## config.mk

```make
export PLATFORM = sky130hd
export DESIGN_NAME = muldiv_seq_ctrl
export DESIGN_NICKNAME = d
export VERILOG_FILES = /design/src/rtl/muldiv_seq_ctrl_pkg.sv /design/src/rtl/muldiv_div_core.sv /design/src/rtl/muldiv_seq_ctrl.sv
export SDC_FILE = /design/constraint.sdc
export NUM_CORES = 2
export LEC_CHECK = 0
export ABC_CLOCK_PERIOD_IN_PS = 8900
export BUFFER_PORTS_ARGS = -buffer_cell sky130_fd_sc_hd__buf_4
export CELL_PAD_IN_SITES_DETAIL_PLACEMENT = 1
export CELL_PAD_IN_SITES_GLOBAL_PLACEMENT = 1
export CORE_MARGIN = 2
export CORE_UTILIZATION = 47
export DETAILED_ROUTE_END_ITERATION = 10
export PLACE_DENSITY_LB_ADDON = 0.3
export SLEW_MARGIN = 20
export SYNTH_ARGS = -nofsm -noshare
export SYNTH_HDL_FRONTEND = slang
export SYNTH_SLANG_ARGS = --single-unit
```

## constraint.sdc

```tcl
create_clock -name clk -period 8.9 [get_ports clk]
set_input_delay 0.89 -clock clk [delete_from_list [all_inputs] [get_ports clk]]
set_output_delay 0.89 -clock clk [all_outputs]
set_load 0.01 [all_outputs]
```

## src/rtl/muldiv_seq_ctrl_pkg.sv

```systemverilog
// -----------------------------------------------------------------------------
// muldiv_seq_ctrl_pkg
//   Shared types and constants for the RV32M multiply/divide sequencer.
//   - m_func_t       : M-extension function code (instr[14:12])
//   - muldiv_state_t : sequencer FSM states
//   - DIV_ZERO_Q     : quotient returned for divide-by-zero
//   - INT_MIN        : most negative 32-bit value (signed overflow case)
//   - mag()          : magnitude of an operand, optionally treating it as signed
// -----------------------------------------------------------------------------
package muldiv_seq_ctrl_pkg;

   typedef enum logic [2:0] {
      M_MUL    = 3'd0,
      M_MULH   = 3'd1,
      M_MULHSU = 3'd2,
      M_MULHU  = 3'd3,
      M_DIV    = 3'd4,
      M_DIVU   = 3'd5,
      M_REM    = 3'd6,
      M_REMU   = 3'd7
   } m_func_t;

   typedef enum logic [2:0] {
      IDLE = 3'd0,
      MUL  = 3'd1,
      DIV  = 3'd2,
      FIX  = 3'd3,
      DONE = 3'd4
   } muldiv_state_t;

   localparam logic [31:0] DIV_ZERO_Q = 32'hFFFF_FFFF;
   localparam logic [31:0] INT_MIN    = 32'h8000_0000;

   // Two's-complement magnitude when the operand is treated as signed and is
   // negative. INT_MIN maps to 32'h8000_0000, which is correct as unsigned.
   function automatic logic [31:0] mag(input logic [31:0] v, input logic is_signed);
      return (is_signed && v[31]) ? (~v + 32'd1) : v;
   endfunction

endpackage

```

## src/rtl/muldiv_div_core.sv

```systemverilog
// -----------------------------------------------------------------------------
// muldiv_div_core
//   Iterative restoring unsigned divider, one quotient bit per cycle, MSB first.
//   start loads the operands; W cycles later quotient/remainder are final.
// Ports:
//   clk, rst   : clock, synchronous active-high reset
//   start      : load dividend/divisor and begin iterating
//   abort      : drop any division in progress
//   dividend   : unsigned dividend
//   divisor    : unsigned divisor (nonzero; zero is handled by the caller)
//   quotient   : quotient, final once done has been seen
//   remainder  : remainder, final once done has been seen
//   done       : high during the cycle whose edge performs the last iteration
// -----------------------------------------------------------------------------
module muldiv_div_core #(
   parameter int W = 32
) (
   input  logic         clk,
   input  logic         rst,
   input  logic         start,
   input  logic         abort,
   input  logic [W-1:0] dividend,
   input  logic [W-1:0] divisor,
   output logic [W-1:0] quotient,
   output logic [W-1:0] remainder,
   output logic         done
);

   localparam int CW = $clog2(W);
   localparam logic [CW-1:0] LAST = CW'(W - 1);

   logic          running;
   logic [CW-1:0] cnt;
   logic [W-1:0]  q_reg;
   logic [W-1:0]  r_reg;
   logic [W-1:0]  d_reg;

   // The shifted partial remainder needs W+1 bits; the top bit of the trial
   // subtraction is the borrow (shifted < 2*divisor keeps this exact).
   logic [W:0]    shifted;
   logic [W:0]    trial;

   always_comb begin
      shifted = {r_reg, q_reg[W-1]};
      trial   = shifted - {1'b0, d_reg};
   end

   assign done      = running && (cnt == LAST);
   assign quotient  = q_reg;
   assign remainder = r_reg;

   always_ff @(posedge clk) begin
      if (rst) begin
         running <= 1'b0;
         cnt     <= '0;
         q_reg   <= '0;
         r_reg   <= '0;
         d_reg   <= '0;
      end else if (abort) begin
         running <= 1'b0;
         cnt     <= '0;
      end else if (start) begin
         running <= 1'b1;
         cnt     <= '0;
         q_reg   <= dividend;
         r_reg   <= '0;
         d_reg   <= divisor;
      end else if (running) begin
         if (!trial[W]) begin
            r_reg <= trial[W-1:0];
            q_reg <= {q_reg[W-2:0], 1'b1};
         end else begin
            r_reg <= shifted[W-1:0];
            q_reg <= {q_reg[W-2:0], 1'b0};
         end
         if (cnt == LAST) begin
            running <= 1'b0;
            cnt     <= '0;
         end else begin
            cnt <= cnt + 1'b1;
         end
      end
   end

endmodule

```

## src/rtl/muldiv_seq_ctrl.sv

```systemverilog
// -----------------------------------------------------------------------------
// muldiv_seq_ctrl
//   Multi-cycle sequencer for the RV32M MULDIV unit. Accepts one op at a time,
//   multiplies in MUL_LAT cycles, divides with a 32-step restoring iteration,
//   and holds the result until the consumer takes it.
//   Handshake: a transfer happens on a rising edge where valid && ready. Once
//   raised, resp_valid and resp_data stay unchanged until resp_ready, except
//   when flush or rst kills the op.
// Ports:
//   clk, rst    : clock, synchronous active-high reset
//   flush       : abort any in-flight op, drop its result
//   req_valid/req_ready, req_func, req_rs1, req_rs2 : op request
//   resp_valid/resp_ready, resp_data                 : result
//   busy        : unit not idle (execute-stage stall)
// -----------------------------------------------------------------------------
module muldiv_seq_ctrl
   import muldiv_seq_ctrl_pkg::*;
#(
   parameter int XLEN    = 32,
   parameter int MUL_LAT = 1
) (
   input  logic            clk,
   input  logic            rst,
   input  logic            flush,
   input  logic            req_valid,
   output logic            req_ready,
   input  logic [2:0]      req_func,
   input  logic [XLEN-1:0] req_rs1,
   input  logic [XLEN-1:0] req_rs2,
   output logic            resp_valid,
   input  logic            resp_ready,
   output logic [XLEN-1:0] resp_data,
   output logic            busy
);

   localparam logic [1:0] MUL_LAST = 2'(MUL_LAT - 1);

   muldiv_state_t   state, state_d;
   logic [1:0]      mul_cnt, mul_cnt_d;
   m_func_t         func_q;
   logic [XLEN-1:0] rs1_q, rs2_q;
   logic            neg_q_q, neg_r_q;

   logic            accept;
   m_func_t         func_in;
   logic            req_signed_div, req_div_zero, req_ovf, req_special;
   logic [XLEN-1:0] special_res;
   logic            data_load;
   logic [XLEN-1:0] data_d;
   logic            div_start, div_done;
   logic [XLEN-1:0] div_quot, div_rem;
   logic [63:0]     op_a, op_b, prod;
   logic [XLEN-1:0] mul_res, div_res;

   assign req_ready  = (state == IDLE) && !rst && !flush;
   assign accept     = req_valid && req_ready;
   assign resp_valid = (state == DONE);
   assign busy       = (state != IDLE);

   // Request decode; special divide cases are resolved at accept time.
   always_comb begin
      func_in        = m_func_t'(req_func);
      req_signed_div = (func_in == M_DIV) || (func_in == M_REM);
      req_div_zero   = (req_rs2 == '0);
      req_ovf        = req_signed_div && (req_rs1 == INT_MIN) && (req_rs2 == '1);
      req_special    = req_func[2] && (req_div_zero || req_ovf);
      if (req_func[1]) special_res = req_div_zero ? req_rs1 : '0;         // REM/REMU
      else             special_res = req_div_zero ? DIV_ZERO_Q : INT_MIN; // DIV/DIVU
   end

   // Multiply: extend each operand to 64 bits by its signedness; the low 64
   // bits of the product are then correct for every M-ext multiply.
   always_comb begin
      op_a = ((func_q == M_MULH) || (func_q == M_MULHSU)) ? {{32{rs1_q[31]}}, rs1_q}
                                                          : {32'b0, rs1_q};
      op_b = (func_q == M_MULH) ? {{32{rs2_q[31]}}, rs2_q} : {32'b0, rs2_q};
      prod = op_a * op_b;
      mul_res = (func_q == M_MUL) ? prod[31:0] : prod[63:32];
   end

   // Sign fixup of the unsigned division result.
   always_comb begin
      if (func_q == M_REM || func_q == M_REMU) div_res = neg_r_q ? (~div_rem + 32'd1) : div_rem;
      else                                     div_res = neg_q_q ? (~div_quot + 32'd1) : div_quot;
   end

   muldiv_div_core #(.W(XLEN)) u_div (
      .clk       (clk),
      .rst       (rst),
      .start     (div_start),
      .abort     (flush),
      .dividend  (mag(req_rs1, req_signed_div)),
      .divisor   (mag(req_rs2, req_signed_div)),
      .quotient  (div_quot),
      .remainder (div_rem),
      .done      (div_done)
   );

   // Next-state and load controls.
   always_comb begin
      state_d   = state;
      mul_cnt_d = mul_cnt;
      data_load = 1'b0;
      data_d    = resp_data;
      div_start = 1'b0;
      case (state)
         IDLE: begin
            if (accept) begin
               if (!req_func[2]) begin
                  state_d   = MUL;
                  mul_cnt_d = '0;
               end else if (req_special) begin
                  state_d   = DONE;
                  data_load = 1'b1;
                  data_d    = special_res;
               end else begin
                  state_d   = DIV;
                  div_start = 1'b1;
               end
            end
         end
         MUL: begin
            if (mul_cnt == MUL_LAST) begin
               state_d   = DONE;
               data_load = 1'b1;
               data_d    = mul_res;
            end else begin
               mul_cnt_d = mul_cnt + 2'd1;
            end
         end
         DIV: begin
            if (div_done) state_d = FIX;
         end
         FIX: begin
            state_d   = DONE;
            data_load = 1'b1;
            data_d    = div_res;
         end
         DONE: begin
            if (resp_ready) state_d = IDLE;
         end
         default: state_d = IDLE;
      endcase
      // A flush kills whatever is in flight; a DONE result is simply dropped.
      if (flush) begin
         state_d   = IDLE;
         data_load = 1'b0;
         div_start = 1'b0;
      end
   end

   always_ff @(posedge clk) begin
      if (rst) begin
         state     <= IDLE;
         mul_cnt   <= '0;
         resp_data <= '0;
         func_q    <= M_MUL;
         rs1_q     <= '0;
         rs2_q     <= '0;
         neg_q_q   <= 1'b0;
         neg_r_q   <= 1'b0;
      end else begin
         state   <= state_d;
         mul_cnt <= mul_cnt_d;
         if (data_load) resp_data <= data_d;
         if (accept) begin
            func_q  <= func_in;
            rs1_q   <= req_rs1;
            rs2_q   <= req_rs2;
            neg_q_q <= req_signed_div && (req_rs1[31] ^ req_rs2[31]);
            neg_r_q <= req_signed_div && req_rs1[31];
         end
      end
   end

endmodule

```

==> impl_metrics.tcl <==
set metrics [dict create \
    final_core_util_pct 54.5 \
    clock_latency_ns 0.61 \
    startpoint_type "register" \
    crit_buf_inv 10 \
    clock-sinks 208 \
    syn_area_um2 60800 \
    ys_warn_count 0 \
    synth_cell_types 73 \
    core_um2 129000 \
    layout-drive-gt1-share_pct 15.1 \
    hp-class "reg2reg" \
    final_cell_mix "inv_1, fa_1, nand2_1" \
    crit_required_ns 9.42 \
    crit_type "reg2reg" \
    cp_common_cell "fa_1" \
    post-route-period-util_pct 102 \
    grt_pass1_vias 57885 \
    synthArstFlopShare_pct 0 \
    grt_overflow_total 0 \
    synth_edf_count 0 \
    final_antenna_net_count 0 \
    dieArea_um2 132000 \
    grt_use_total_pct 35.9 \
    crit_fanout 8 \
    drt-total-wl_um 234000 \
    peakVddDrop_v 0.000174 \
    violations "setup timing" \
    max_freq_mhz 110 \
    synth_cells 6931 \
    io_pins 107 \
    cts-root-buf "clkbuf_16" \
    mostFrequentLayoutCell "inv_1" \
    drc_errors 0 \
    antenna_found_initial 12 \
    hold_viol 0 \
    maxCapViolCount 0 \
    rsz0062_at_grt "yes" \
    port_buffers 106 \
    nets 9147 \
    slew_headroom_pct 30.0 \
    dp_slack_ns -0.461 \
    slew_viol_final 0 \
    grt_max_degree 103 \
    first_pass_iters 6 \
    clk_pin_slew_ns 0.07 \
    dp.cells 8967 \
    die_w_um 364 \
    setup_viol 17 \
    grt_pass1_wl_um 354000 \
    area_growth_pct 15.6 \
    skew_ns 0.0222 \
    fin_crit_ns 9.10 \
    vias 50752 \
    setup_slack_ns -0.202 \
    cp_slowest_cell "fa_2" \
    dp_hpwl_um 191000 \
    power.density_nw_per_um2 45.3 \
    h-tree-depth 1 \
    rows 132 \
    start_util_pct 47.2 \
    ys_seq_elements 208 \
    arrival_ns 9.62 \
    gp_routability_congestion 0.966 \
    fill_cells 14939 \
    finalSetupTns_ns -1.20 \
    tightest_slew_ns 1.05 \
    synthFlopType "dfxtp_1" \
    status "finished with violations" \
    drt_iter0_markers 3823 \
    via_per_inst 5.60 \
    slowest_delay_ns 0.63 \
    cp-end-kind "register" \
    cts_tree "yes" \
    synth_nets 8771 \
    clock_tree.buffer_depth 3 \
    path_delay_family "adder cells" \
    numCtsBuffers 26 \
    instances_no_fill 9070 \
    wl_per_cell_um 25.8 \
    die_h_um 364 \
    leakage_uw 0.0349 \
    yosysSeqAreaShare_pct 6.84 \
    synth_area_per_cell_um2 8.78 \
]
==> through the flow <==
stage,hold WS [ns],area (um2),total power [uW]
CTS,0.479,69500,3160
global route,0.501,70300,3290
finish,0.478,70400,3190
floorplan,0.432,60900,1470
global placement,0.441,67400,1860
detailed placement,0.462,67400,1880
==> cell usage after synthesis, types with 19 or more instances <==
library cell  count  area [um2]
nor2_1          264         991
nand2b_1         19         119
dfxtp_1         208        4160
buf_1            21        78.8
clkbuf_1        346        1300
ha_1            348        4350
a211oi_1         81         608
xor2_1           92         806
and3_1           20         125
nand4_1          22         138
a31oi_1          24         150
o31ai_1          36         270
inv_1          1556        5840
mux2i_1          31         310
xnor2_1         160        1400
a21oi_1         255        1280
o211ai_1         24         180
nor3_1           47         235
nand2_1         967        3630
nor2b_1          20         125
nand3_1          49         245
a21o_1           47         353
o21ai_0         172         861
and2_1          452        2830
fa_1           1420       28400
or3_1            22         138
==> tightest hold or removal path: cells and delay by family (launching register included) <==
kind / cells / cell delay (ns)
simple gates: 1 / 0.05
compound gates: 1 / 0.05
flops: 1 / 0.33
==> power by group <==
group | leakage, uW | switching [uW] | internal [uW]
clock | 0.000472 | 520 | 738
combinational | 0.0327 | 608 | 349
sequential | 0.00170 | 24.0 | 948
total | 0.0349 | 1150 | 2040
==> kinds of logic after synthesis <==
group / Yosys count / share of synthesized area [%]
flops: 208 / 6.84
xor+xnor: 252 / 3.63
buf+inv: 1930 / 11.9
mux: 32 / 0.529
compound gates: 781 / 8.13
simple gates: 1957 / 15.0
fa+ha+maj: 1771 / 53.9
==> layer usage <==
| layer | vias up | GRT usage, % | wire length [um] |
|---|---|---|---|
| li1 | 21564 | - | - |
| met1 | 26709 | 46.3 | 92600 |
| met2 | 1883 | 59.5 | 112000 |
| met3 | 592 | 5.48 | 16000 |
| met4 | 4 | 16.7 | 13800 |
| met5 | - | 0 | 28 |
==> worst paths after layout <==
path	end	from	cells past startpoint	slack [ns]
setup reg to reg	resp_data[29]$_SDFFE_PP0P_	func_q[1]$_SDFFE_PP0P_	30	-0.20
hold / removal	rs2_q[9]$_SDFFE_PP0P_	rs2_q[9]$_SDFFE_PP0P_	2	0.48
setup / recovery	resp_data[29]$_SDFFE_PP0P_	func_q[1]$_SDFFE_PP0P_	30	-0.20
hold reg to reg	rs2_q[9]$_SDFFE_PP0P_	rs2_q[9]$_SDFFE_PP0P_	2	0.48
==> cell type report <==
| class | count | area [um2] | share of cell area, % |
|---|---|---|---|
| antenna | 2 | 5.00 | 0.00711 |
| clock buffer | 30 | 696 | 0.989 |
| clock inverter | 17 | 273 | 0.388 |
| inverter | 1556 | 5840 | 8.30 |
| multi-input combinational | 4793 | 50700 | 72.1 |
| sequential | 208 | 4220 | 6.00 |
| tap | 1742 | 2180 | 3.10 |
| timing repair buffer | 722 | 6420 | 9.12 |
==> repair_timing <==
| item | CTS | global route |
|---|---|---|
| gates cloned | 5 | 1 |
| resized for setup | 205 | 194 |
| setup endpoints to repair | 27 | 31 |
| pin swaps | 197 | 97 |
| buffers inserted | 38 | 14 |
| hold buffers | 0 | 0 |
(Power assumes the default switching activity.)
